### config.mk
export PLATFORM = sky130hd
export DESIGN_NAME = lfsr_par
export DESIGN_NICKNAME = d
export VERILOG_FILES = /design/src/rtl/lfsr_pkg.sv /design/src/rtl/lfsr_par_step.sv /design/src/rtl/lfsr_par.sv
export SDC_FILE = /design/constraint.sdc
export NUM_CORES = 1
export LEC_CHECK = 0
export BUFFER_PORTS_ARGS = -buffer_cell sky130_fd_sc_hd__clkbuf_2
export CORE_MARGIN = 2
export CORE_UTILIZATION = 49
export DETAILED_ROUTE_END_ITERATION = 16
export GPL_ROUTABILITY_DRIVEN = 0
export MAX_ROUTING_LAYER = met4
export PLACE_DENSITY = 0.87
export SLEW_MARGIN = 0
export SYNTH_ARGS = -nofsm -noshare
export SYNTH_HDL_FRONTEND = slang
export SYNTH_SLANG_ARGS = --single-unit
### constraint.sdc
create_clock -name clk -period 2.2 [get_ports clk]
set_input_delay 0.22 -clock clk [delete_from_list [all_inputs] [get_ports clk]]
set_output_delay 0.22 -clock clk [all_outputs]
set_load 0.02 [all_outputs]
### src/rtl/lfsr_pkg.sv
`default_nettype none
// ============================================================================
// Module      : lfsr_pkg
// Description : Shared types and constants for the parallel LFSR. The FSM
//               state type and the Grain-128 LFSR defaults are kept here.
// Revision    : 1.0  initial release
// ============================================================================
package lfsr_pkg;

    typedef enum logic [1:0] {
        IDLE = 2'd0,
        INIT = 2'd1,
        RUN  = 2'd2
    } lfsr_state_t;

    // Grain-128 LFSR feedback taps: bits 0, 7, 38, 70, 81, 96
    localparam logic [127:0] GRAIN128_LFSR_TAPS   = 128'h00000001_00020040_00000040_00000081;
    localparam int           GRAIN128_INIT_ROUNDS = 256;

endpackage : lfsr_pkg
`default_nettype wire

### src/rtl/lfsr_par_step.sv
`default_nettype none
// ============================================================================
// Module      : lfsr_par_step
// Description : Purely combinational next-state function of a Fibonacci LFSR
//               advanced by STEP single-bit sub-shifts. Each sub-shift feeds
//               back XOR(state & TAPS), optionally XORed with one injection
//               bit, into the top bit while shifting towards bit 0.
// Ports       : i_state  - current register value
//               i_inj    - injection bits, bit j used by sub-shift j
//               i_inj_en - enables injection (INIT phase)
//               o_next   - register value after STEP sub-shifts
// Revision    : 1.0  initial release
// ============================================================================
module lfsr_par_step #(
    parameter int               WIDTH = 128,
    parameter int               STEP  = 1,
    parameter logic [WIDTH-1:0] TAPS  = '1
) (
    input  logic [WIDTH-1:0] i_state,
    input  logic [STEP-1:0]  i_inj,
    input  logic             i_inj_en,
    output logic [WIDTH-1:0] o_next
);

    logic [WIDTH-1:0] w_s;
    logic             w_fb;

    // Unrolled chain: sub-shift j sees the state left by sub-shift j-1.
    always_comb begin
        w_s  = i_state;
        w_fb = 1'b0;
        for (int j = 0; j < STEP; j++) begin
            w_fb = (^(w_s & TAPS)) ^ (i_inj_en & i_inj[j]);
            w_s  = {w_fb, w_s[WIDTH-1:1]};
        end
        o_next = w_s;
    end

endmodule : lfsr_par_step
`default_nettype wire

### src/rtl/lfsr_par.sv
`default_nettype none
// ============================================================================
// Module      : lfsr_par
// Description : Parametrised multi-bit Fibonacci LFSR with init sequencer and
//               valid/ready keystream output. Defaults implement Grain-128.
//               IDLE -> (start_init) -> INIT (INIT_ROUNDS/STEP injected steps)
//               -> RUN (one plain step per accepted handshake).
// Ports       : clk, n_reset (async, active-low)
//               load/data_in  - overwrite register, return to IDLE
//               start_init    - start init sequence (IDLE only)
//               inj_in        - bits XORed into feedback during INIT
//               out_ready     - consumer accepts out_bits
//               out_valid/out_bits - keystream output, bit 0 leaves first
//               busy          - INIT in progress
//               data          - current register state
//               zero_err      - sticky all-zero fault (LFSR_ZERO_GUARD_EN only)
// Options     : define LFSR_ZERO_GUARD_EN to add all-zero state detection.
// Revision    : 1.0  initial release
// ============================================================================
module lfsr_par
    import lfsr_pkg::*;
#(
    parameter int               WIDTH       = 128,
    parameter int               STEP        = 1,
    parameter logic [WIDTH-1:0] TAPS        = WIDTH'(GRAIN128_LFSR_TAPS),
    parameter int               INIT_ROUNDS = GRAIN128_INIT_ROUNDS
) (
    input  logic             clk,
    input  logic             n_reset,
    input  logic             load,
    input  logic [WIDTH-1:0] data_in,
    input  logic             start_init,
    input  logic [STEP-1:0]  inj_in,
    input  logic             out_ready,
    output logic             out_valid,
    output logic [STEP-1:0]  out_bits,
    output logic             busy,
    output logic [WIDTH-1:0] data
`ifdef LFSR_ZERO_GUARD_EN
    ,
    output logic             zero_err
`endif
);

    localparam int                  C_CNT_INIT = INIT_ROUNDS / STEP;
    localparam int                  C_CNT_W    = (C_CNT_INIT < 2) ? 1 : $clog2(C_CNT_INIT + 1);
    localparam logic [C_CNT_W-1:0]  C_CNT_LOAD = C_CNT_W'(C_CNT_INIT);
    localparam logic [C_CNT_W-1:0]  C_CNT_ONE  = C_CNT_W'(1);

    lfsr_state_t        r_state;
    logic [WIDTH-1:0]   r_data;
    logic [C_CNT_W-1:0] r_cnt;
    logic [WIDTH-1:0]   w_next;
    logic               w_inj_en;
    logic               w_zero_stop;

    assign w_inj_en = (r_state == INIT);

    lfsr_par_step #(
        .WIDTH (WIDTH),
        .STEP  (STEP),
        .TAPS  (TAPS)
    ) u_step (
        .i_state  (r_data),
        .i_inj    (inj_in),
        .i_inj_en (w_inj_en),
        .o_next   (w_next)
    );

`ifdef LFSR_ZERO_GUARD_EN
    logic r_zero_err;

    // A zero state in RUN would emit constant zeros forever; stop instead.
    assign w_zero_stop = (r_state == RUN) && (r_data == '0);
    assign zero_err    = r_zero_err;

    always_ff @(posedge clk or negedge n_reset) begin
        if (!n_reset) begin
            r_zero_err <= 1'b0;
        end else if (load) begin
            r_zero_err <= 1'b0;
        end else if (w_zero_stop) begin
            r_zero_err <= 1'b1;
        end
    end
`else
    assign w_zero_stop = 1'b0;
`endif

    // Outputs decode registered state only.
    assign out_valid = (r_state == RUN) && !w_zero_stop;
    assign busy      = (r_state == INIT);
    assign out_bits  = r_data[STEP-1:0];
    assign data      = r_data;

    always_ff @(posedge clk or negedge n_reset) begin
        if (!n_reset) begin
            r_state <= IDLE;
            r_data  <= '0;
            r_cnt   <= '0;
        end else if (load) begin
            r_state <= IDLE;
            r_data  <= data_in;
            r_cnt   <= '0;
        end else begin
            case (r_state)
                IDLE: begin
                    if (start_init) begin
                        if (C_CNT_INIT == 0) begin
                            r_state <= RUN;
                        end else begin
                            r_state <= INIT;
                            r_cnt   <= C_CNT_LOAD;
                        end
                    end
                end
                INIT: begin
                    r_data <= w_next;
                    r_cnt  <= r_cnt - C_CNT_ONE;
                    if (r_cnt == C_CNT_ONE) begin
                        r_state <= RUN;
                    end
                end
                RUN: begin
                    if (w_zero_stop) begin
                        r_state <= IDLE;
                    end else if (out_ready) begin
                        r_data <= w_next;
                    end
                end
                default: begin
                    r_state <= IDLE;
                end
            endcase
        end
    end

endmodule : lfsr_par
`default_nettype wire

==> flow_metrics.tcl, run 1 <==
set metrics [dict create \
    synthesis.nets 763 \
    synth_area_leaders "dfrtp_1 (53%), mux2i_1 (19%), o21ai_0 (7.4%), nand2_1 (7.0%), o21ai_1 (2.3%)" \
    grt-ovfl-total 0 \
    htreeDepth 4 \
    tns_ns 0 \
    synth_flop_cell "dfrtp_1" \
    syn_inst 627 \
    grtUsageMet3_pct 5.51 \
    placed_cell_area_um2 8100 \
    ff2ff_path_depth 5 \
    rows 42 \
    dp_hpwl_mm 12.0 \
    vdd_drop_max_mv 0.683 \
    drive_gt1_share_pct 37.5 \
    port_buffers 264 \
    crit_type "reg -> reg" \
    grt-busiest-layer "met2" \
    cts-root-buf "clkbuf_16" \
    route.detailed.drc 0 \
    yosysMostFrequentCell "dfrtp_1" \
    ys_top_cells_by_count "dfrtp_1 (139), mux2i_1 (127), nand2_1 (123)" \
    fin_crit_sh_pct 80.2 \
    worst_hold_slack_ns 0.0671 \
    synth_top_area_cell "dfrtp_1" \
    async_reset_ff_share_pct 100 \
    max_slew_margin_pct 64.1 \
    ys_seq_elements 139 \
    cts.sinks 139 \
    post_cts_buffers 0 \
    hold_violations 0 \
    max_freq_mhz 567 \
    postLayoutCoreUtil_pct 66.2 \
    rsz0062_at_grt "false" \
    nets 1017 \
    worstPathRequired_ns 2.48 \
    wl_per_cell_um 15.2 \
    grt_pass1_vias 5234 \
    yosysTopAreaCellShare_pct 52.7 \
    worst_slew_pin_slew_ns 0.539 \
    grt_pass1_wl_mm 26.1 \
    chipWidth_um 120 \
    worstPathArrival_ns 2.05 \
    ys_types 39 \
    r2r_end "data[106]" \
    antennaDiodeCount 0 \
    worstSkewPairLatency_ns 0.41 \
    core_um2 13200 \
    drtAntennaViolNets 0 \
    run_status "finished clean" \
    r2r-start "r_state[0]" \
    met1_usage_pct 29.1 \
    grt_usage_pct 24.0 \
    report.final.slew_viol_count 0 \
    initialDrtViolationCount 328 \
    syn_to_final_growth_pct 32.3 \
    cts_buffer_depth 2 \
    hold_path_class "in -> reg" \
    initial_core_util_pct 50.0 \
    r2r_slack_ns 0.44 \
    cp_max_fo 81 \
    cts_tree "done" \
    ios 265 \
    cts.reportedPaths.clkPinSlew_ns 0.06 \
    maxCapViolations 0 \
    synth.avg_cell_area_um2 10.5 \
    setup_viol 0 \
    globalRouteMet2Util_pct 39.7 \
    synthesis.area_um2 6600 \
    die_y_um 120 \
    whs_endpoint "data[127]" \
    worstSetupEndpointType "flop" \
    finClkSkew_ns 0.00760 \
    die-area_um2 14400 \
    numCtsBuffers 17 \
    vias 5469 \
    p_leak_nw 4.49 \
    vias_per_cell 5.11 \
    finalCriticalPeriod_ns 1.76 \
    wl_mm 16.3 \
    synth_edf_count 0 \
    grt_max_degree 82 \
    antenna_found_initial 0 \
    ys_warn_count 0 \
    hold_start "data_in[127]" \
    p_per_area_nw_per_um2 969 \
    holdPathStages 3 \
    synth_seq_area_share_pct 52.7 \
    cp-start-kind "flop" \
    firstDrtPassIters 4 \
    stdcell_area_um2 8730 \
]
==> how the worst max path moves through the flow <==
| stage | from | endpoint | cells after the start | slack (ns) |
|---|---|---|---|---|
| global route | r_cnt[3] | r_cnt[8] | 4 | 0.28 |
| detailed placement | r_state[0] | data[106] | 5 | 0.43 |
| floorplan | r_state[0] | data[53] | 8 | 0.58 |
| CTS | r_state[0] | data[106] | 5 | 0.43 |
| finish | r_state[0] | data[106] | 5 | 0.44 |
| global placement | r_state[0] | data[105] | 5 | 0.50 |
==> layout make-up <==
class                   count  area, um^2
well taps                 176         220
clock inverters             5        77.6
fillers                  1035        4460
clock buffers              27         543
multi-input cells         439        2840
inverters                   4        15.0
flip-flops and latches    139        3480
repair buffers            280        1560
==> repair_timing <==
item | in CTS | in global routing
endpoints found under the hold margin | 53 | 0
hold buffers | 1 | 0
resized for setup | 0 | 0
==> state kept, by name, indices dropped and copies added (netlist names) <==
register	count
r_state	2
r_cnt	9
data	128
==> cells in the final DEF (no fill, tap or decap), types with 3 or more instances in the layout <==
| cell | n |
|---|---|
| xnor2_1 | 6 |
| nand2_1 | 123 |
| clkbuf_8 | 8 |
| mux2i_1 | 127 |
| nor2_1 | 7 |
| dfrtp_1 | 139 |
| o21ai_1 | 30 |
| clkbuf_2 | 262 |
| o21ai_2 | 10 |
| a31oi_1 | 3 |
| o21ai_0 | 97 |
| buf_12 | 8 |
| buf_4 | 7 |
| inv_1 | 4 |
| nand2_2 | 10 |
| clkbuf_16 | 17 |
==> per-layer routing <==
metal | share of wire [%] | vias to the layer above | wire, um
li1 | - | 2686 | -
met1 | 42 | 2585 | 6810
met2 | 51 | 167 | 8350
met3 | 4.8 | 31 | 776
met4 | 2.0 | 0 | 318
met5 | 0 | - | 0
==> stage by stage <==
stage	total power (W)	setup WS, ns	cells
floorplan	0.00470	0.576	627
finish	0.00846	0.437	1070
CTS	0.00854	0.427	1070
global placement	0.00552	0.498	1037
detailed placement	0.00559	0.426	1037
global route	0.00889	0.279	1070
==> cell families after synthesis <==
logic type | synth area share [%]
buf+inv | 4.23
fa+ha+maj | 0.379
simple gates | 9.98
xor+xnor | 0.797
flops | 52.7
mux | 19.3
compound gates | 12.6
==> worst max-delay path, cell delays in order (launching register included) <==
cell and delay [ns]:
dfrtp_1 0.43, and2b_4 0.22, a211oi_4 0.24, buf_12 0.33, buf_4 0.26, o21ai_0 0.13
==> where the power goes <==
part           switching [W]  total, W  leakage (nW)  internal (W)
sequential          0.000422   0.00343          1.71       0.00300
clock                0.00101   0.00292         0.306       0.00191
combinational        0.00131   0.00212          2.47      0.000806
total                0.00274   0.00846          4.49       0.00572
(Power assumes the default switching activity.)
==> inputs of run 2 (changes only) <==
==> constraint.sdc (replaced) <==
create_clock -name clk -period 1.7 [get_ports clk]
set_input_delay 0.17 -clock clk [delete_from_list [all_inputs] [get_ports clk]]
set_output_delay 0.17 -clock clk [all_outputs]
set_load 0.02 [all_outputs]
==> run 2 against run 1 <==
Effect of this change:
- register-to-register slack worse by 0.36 ns
- clock skew down 0.0017 ns
- power increased by 26%
- setup slack worse by 0.36 ns
- largest cell class unchanged
- worst hold slack got worse by 0.042 ns
- sequential power up 29%
- flip-flop and latch count is the same
- via count is 1.4% higher
- count of clock-buffer cells in the layout down 4
- die area is the same
- highest routed layer unchanged
- maximum frequency rose by 8.5%
==> flow_metrics.tcl, run 2 (synthesis gave the netlist of run 1 again) <==
set metrics [dict create \
    max_freq_mhz 615 \
    r2r_slack_ns 0.07 \
    rows 42 \
    worstSetupEndpointType "flop" \
    vdd_drop_max_mv 0.798 \
    firstDrtPassIters 4 \
    port_buffers 264 \
    die_y_um 120 \
    wl_per_cell_um 15.6 \
    cts_buffer_depth 2 \
    total_power_w 0.0107 \
    max_slew_margin_pct 67.4 \
    antenna_found_initial 0 \
    stdcell_area_um2 8760 \
    grt_pass1_vias 5346 \
    hold_path_class "in -> reg" \
    p_per_area_nw_per_um2 1220 \
    drive_gt1_share_pct 37.5 \
    cts.sinks 139 \
    worstPathArrival_ns 1.90 \
    whs_endpoint "data[127]" \
    core_um2 13200 \
    cp_max_fo 41 \
    initialDrtViolationCount 312 \
    syn_to_final_growth_pct 32.8 \
    vias_per_cell 5.17 \
    worst_hold_slack_ns 0.0255 \
    combPwrFrac_pct 26.4 \
    dp_slack_ns 0.0403 \
    chipWidth_um 120 \
    route.detailed.drc 0 \
    switchingPower_w 0.00352 \
    grt_pass1_wl_mm 26.8 \
    ff2ff_path_depth 5 \
    worstSkewPairLatency_ns 0.40 \
    ios 265 \
    holdPathStages 3 \
    nets 1025 \
    r2r-start "r_state[1]" \
    htreeDepth 4 \
    intPower_w 0.00713 \
    run_status "finished clean" \
    initial_core_util_pct 50.0 \
    layout_commonest_cell "clkbuf_2" \
    drtAntennaViolNets 0 \
    dp_hpwl_mm 12.2 \
    hold_violations 0 \
    die-area_um2 14400 \
    fin_crit_sh_pct 95.6 \
    p_seq_share_pct 41.6 \
    worst_slew_pin_slew_ns 0.482 \
    grt_usage_pct 24.4 \
    setup_viol 0 \
    antennaDiodeCount 0 \
    cts_tree "done" \
    cp-start-kind "flop" \
    finClkSkew_ns 0.00590 \
    numCtsBuffers 17 \
    maxCapViolations 0 \
    cts-root-buf "clkbuf_16" \
    placed_cell_area_um2 8170 \
    p_sw_share_pct 33.0 \
    worstPathRequired_ns 1.97 \
    grt-ovfl-total 0 \
    finalCriticalPeriod_ns 1.63 \
    vias 5543 \
    wl_mm 16.7 \
    final_cell_mix "clkbuf_2 (262), dfrtp_1 (139), mux2i_1 (127)" \
    r2r_end "data[36]" \
    cts.reportedPaths.clkPinSlew_ns 0.05 \
    clkPwrFrac_pct 31.9 \
    largest_register_ffs 128 \
    p_leak_nw 4.51 \
    hold_start "data_in[127]" \
    fin_ws_ns 0.0748 \
    crit_type "reg -> reg" \
    report.final.slew_viol_count 0 \
    grt_max_degree 81 \
]
-- run 2: cell types whose count changed in the layout (fill, tap and decap cells not counted), sizes merged --
cell | previous run | this run
clkbuf | 289 | 286
buf | 17 | 24
clkinvlp | 1 | 0
-- run 2: worst max-delay path by stage --
stage	start	to	slack (ns)	cells after the start
floorplan	r_state[0]	data[53]	0.08	8
global placement	r_state[0]	data[5]	0.11	5
detailed placement	r_state[0]	data[5]	0.04	5
CTS	r_state[0]	data[104]	0.02	6
global route	r_state[0]	data[63]	-0.01	6
finish	r_state[1]	data[36]	0.07	5
-- run 2: power groups by stage --
stage | combinational (W) | sequential (W) | clock (W)
2_1_floorplan | 0.00104 | 0.00504 | 0
3_3_place_gp | 0.00273 | 0.00445 | 0
3_5_place_dp | 0.00281 | 0.00447 | 0
4_1_cts | 0.00282 | 0.00443 | 0.00346
5_1_grt | 0.00307 | 0.00452 | 0.00363
6_report | 0.00281 | 0.00444 | 0.00340
-- run 2: what timing repair did --
item | in CTS | in global routing
resized for setup | 0 | 4
hold buffers | 1 | 0
setup buffers | 0 | 1
hold endpoints to repair | 139 | 0
setup endpoints to repair | 0 | 73
-- run 2: area by class of cell --
class / instances / area [um^2]
clock buffer: 23 / 458
clock inverter: 4 / 70.1
fill: 1044 / 4430
inverter: 4 / 15.0
multi-input combinational: 439 / 2840
sequential: 139 / 3480
tap: 176 / 220
timing repair buffer: 288 / 1670
-- run 2: metal layers --
layer / GRT usage (%) / vias up / wire (um)
li1: - / 2695 / -
met1: 29.7 / 2623 / 6890
met2: 39.7 / 193 / 8600
met3: 5.47 / 32 / 847
met4: 9.41 / 0 / 393
met5: - / - / 0
-- run 2: metrics by stage --
step	utilization [%]	setup TNS (ns)	std cells
floorplan	-	0	627
global placement	61.9	0	1043
detailed placement	61.9	0	1043
CTS	66.0	0	1071
global route	66.4	-0.0133	1073
finish	66.4	0	1073
-- run 2: critical path: stages (launching register included) --
cell and delay (ns):
dfrtp_1 0.42, nor2b_2 0.21, a211oi_4 0.30, buf_12 0.21
buf_12 0.22, o21ai_0 0.13
==> inputs of run 3 (changes only) <==
--- a/config.mk
+++ b/config.mk
@@ -11,7 +11,7 @@
 export DETAILED_ROUTE_END_ITERATION = 16
 export GPL_ROUTABILITY_DRIVEN = 0
 export MAX_ROUTING_LAYER = met4
-export PLACE_DENSITY = 0.87
+export PLACE_DENSITY = 0.8
 export SLEW_MARGIN = 0
 export SYNTH_ARGS = -nofsm -noshare
 export SYNTH_HDL_FRONTEND = slang
==> run 3 against run 2 <==
Effect of this change:
- final area increased by 4.6%
- maximum frequency decreased by 3.7%
- non-clock buffer count increased by 21
- count of clock-buffer cells in the layout increased by 1
- global-route usage decreased by 0.41 points
- sequential share of layout area decreased by 1.7 points
- routed wire length increased by 10%
- critical path depth increased by 2
- clock power increased by 1%
- cell count increased by 2.3%
- combinational power increased by 7.5%
- worst hold slack about the same
==> flow_metrics.tcl, run 3 (synthesis gave the netlist of run 1 again) <==
set metrics [dict create \
    die_y_um 120 \
    crit_type "reg -> reg" \
    numCtsBuffers 17 \
    worst_slew_pin_slew_ns 0.539 \
    maxUsedRoutingLayer "met4" \
    multi_input_area_um2 2850 \
    clkPwrFrac_pct 31.6 \
    route.detailed.drc 0 \
    vias 5743 \
    setup_viol 0 \
    cp_top_family "buffers and inverters" \
    n_fill_cell 999 \
    run_status "finished clean" \
    p_leak_nw 4.70 \
    final_cell_mix "clkbuf_2 (262), dfrtp_1 (138), mux2i_1 (127)" \
    vdd_drop_max_mv 0.808 \
    dp_slack_ns 0.0493 \
    antennaDiodeCount 0 \
    cpMaxStageDelayCell "dfrtp_1" \
    r2r-start "r_state[1]" \
    vias_per_cell 5.23 \
    wl_met1_mm 7.60 \
    r2r_slack_ns 0.01 \
    initial_core_util_pct 50.0 \
    p_seq_share_pct 40.7 \
    wl_mm 18.5 \
    nets 1046 \
    cp_max_fo 12 \
    critPathMostFrequentCell "clkbuf_16" \
    wl_met2_mm 9.46 \
    hold_violations 0 \
    worstPathRequired_ns 2.02 \
    grt_pass1_vias 5389 \
    intPower_w 0.00722 \
    core_um2 13200 \
    maxCapViolations 0 \
    cts-root-buf "clkbuf_16" \
    syn_to_final_growth_pct 38.9 \
    report.final.slew_viol_count 0 \
    layout_commonest_cell "clkbuf_2" \
    ff2ff_path_depth 7 \
    grt-ovfl-total 0 \
    grt_max_degree 49 \
    wl_per_cell_um 16.8 \
    dp_hpwl_mm 12.0 \
    path_depth 7 \
    antenna_found_initial 0 \
    fin_crit_sh_pct 99.2 \
    hold_path_class "in -> reg" \
    max_freq_mhz 593 \
    r2r_end "data[45]" \
    cts.sinks 139 \
    p_per_area_nw_per_um2 1190 \
    grt_pass1_wl_mm 26.4 \
    worstSkewPairLatency_ns 0.41 \
    initialDrtViolationCount 343 \
    worstSetupEndpointType "flop" \
    wl_met3_um 939 \
    seqCellArea_um2 3480 \
    firstDrtPassIters 4 \
    rows 42 \
    htreeDepth 4 \
    path_cells "nor2b_4 > a211oi_4 > buf_6 > clkbuf_16 > clkbuf_16 > nand2_1 > o21ai_1" \
    cp-start-kind "flop" \
    fin_ws_ns 0.0131 \
    port_buffers 264 \
    stdcell_area_um2 9160 \
    postLayoutCoreUtil_pct 69.5 \
    drtAntennaViolNets 0 \
    finalCriticalPeriod_ns 1.69 \
    chipWidth_um 120 \
    max_slew_margin_pct 64.0 \
    switchingPower_w 0.00367 \
    ios 265 \
    slowest_delay_ns 0.43 \
    worstPathArrival_ns 2.01 \
    cts_tree "done" \
    grt_usage_pct 24.0 \
    crit_end "data[45]" \
    cts_buffer_depth 2 \
    drive_gt1_share_pct 39.5 \
    startpoint "r_state[1]" \
    path_buf_inv 3 \
    largest_register_ffs 128 \
    combPwrFrac_pct 27.7 \
    die-area_um2 14400 \
    cts.reportedPaths.clkPinSlew_ns 0.06 \
    p_sw_share_pct 33.7 \
    placed_cell_area_um2 8170 \
    finClkSkew_ns 0.00771 \
]
-- run 3: cell types whose count changed in the layout (fill, tap and decap cells not counted), moves of 3 or more --
cell,previous run,this run
buf_12,9,4
buf_16,1,4
buf_6,4,12
buf_8,0,4
clkbuf_16,18,27
o21ai_0,97,91
o21ai_1,30,34
-- run 3: worst min path at each step --
stage	start	end	slack, ns	depth (start not counted)
after global routing	data_in[79]	data[79]	0.04	3
after global placement	n_reset	data[90]	0.1	1
after detailed placement	n_reset	data[92]	0.10	1
after CTS	data_in[127]	data[127]	0.003	3
after floorplan	n_reset	data[0]	-0.13	0
final	data_in[127]	data[127]	0.03	3
-- run 3: routing by layer --
layer	vias to the layer above	global-route usage, %
li1	2755	-
met1	2744	29.2
met2	206	39.0
met3	38	5.42
met4	0	9.26
met5	-	-
-- run 3: worst register-to-register path: cells and delay by family (launching register included) --
| kind | cells | cell delay, ns |
|---|---|---|
| buffers and inverters | 3 | 0.52 |
| flip-flops | 1 | 0.43 |
| AND/OR/NAND/NOR | 2 | 0.22 |
| AO/OA/AOI/OAI | 2 | 0.43 |
-- run 3: final cells by class --
type                    instances  area share, %
repair buffers                309           22.3
clock inverters                 7          0.724
clock buffers                  24           5.26
well taps                     176           2.40
flip-flops and latches        139           38.0
inverters                       4          0.164
multi-input cells             439           31.1
-- run 3: timing repair --
item / 4_1_cts / 5_1_grt
hold endpoints to repair: 34 / 0
resized for setup: 0 / 27
hold buffers: 1 / 0
setup buffers: 0 / 5
endpoints found under the setup margin: 0 / 23
-- run 3: metrics by stage --
| step | hold WS [ns] | instances | TNS [ns] | total power [W] |
|---|---|---|---|---|
| detailed placement | 0.101 | 1046 | 0 | 0.00726 |
| finish | 0.0258 | 1098 | 0 | 0.0109 |
| floorplan | -0.126 | 627 | 0 | 0.00608 |
| CTS | 0.00262 | 1078 | 0 | 0.0107 |
| global route | 0.0378 | 1098 | -0.0692 | 0.0114 |
| global placement | 0.0961 | 1046 | 0 | 0.00720 |
-- run 3: power by group through the flow --
| stage | sequential [W] | combinational, W | clock [W] |
|---|---|---|---|
| after CTS | 0.00442 | 0.00281 | 0.00350 |
| after floorplan | 0.00504 | 0.00104 | 0 |
| after detailed placement | 0.00446 | 0.00280 | 0 |
| final | 0.00443 | 0.00302 | 0.00344 |
| after global placement | 0.00446 | 0.00274 | 0 |
| after global routing | 0.00452 | 0.00326 | 0.00364 |
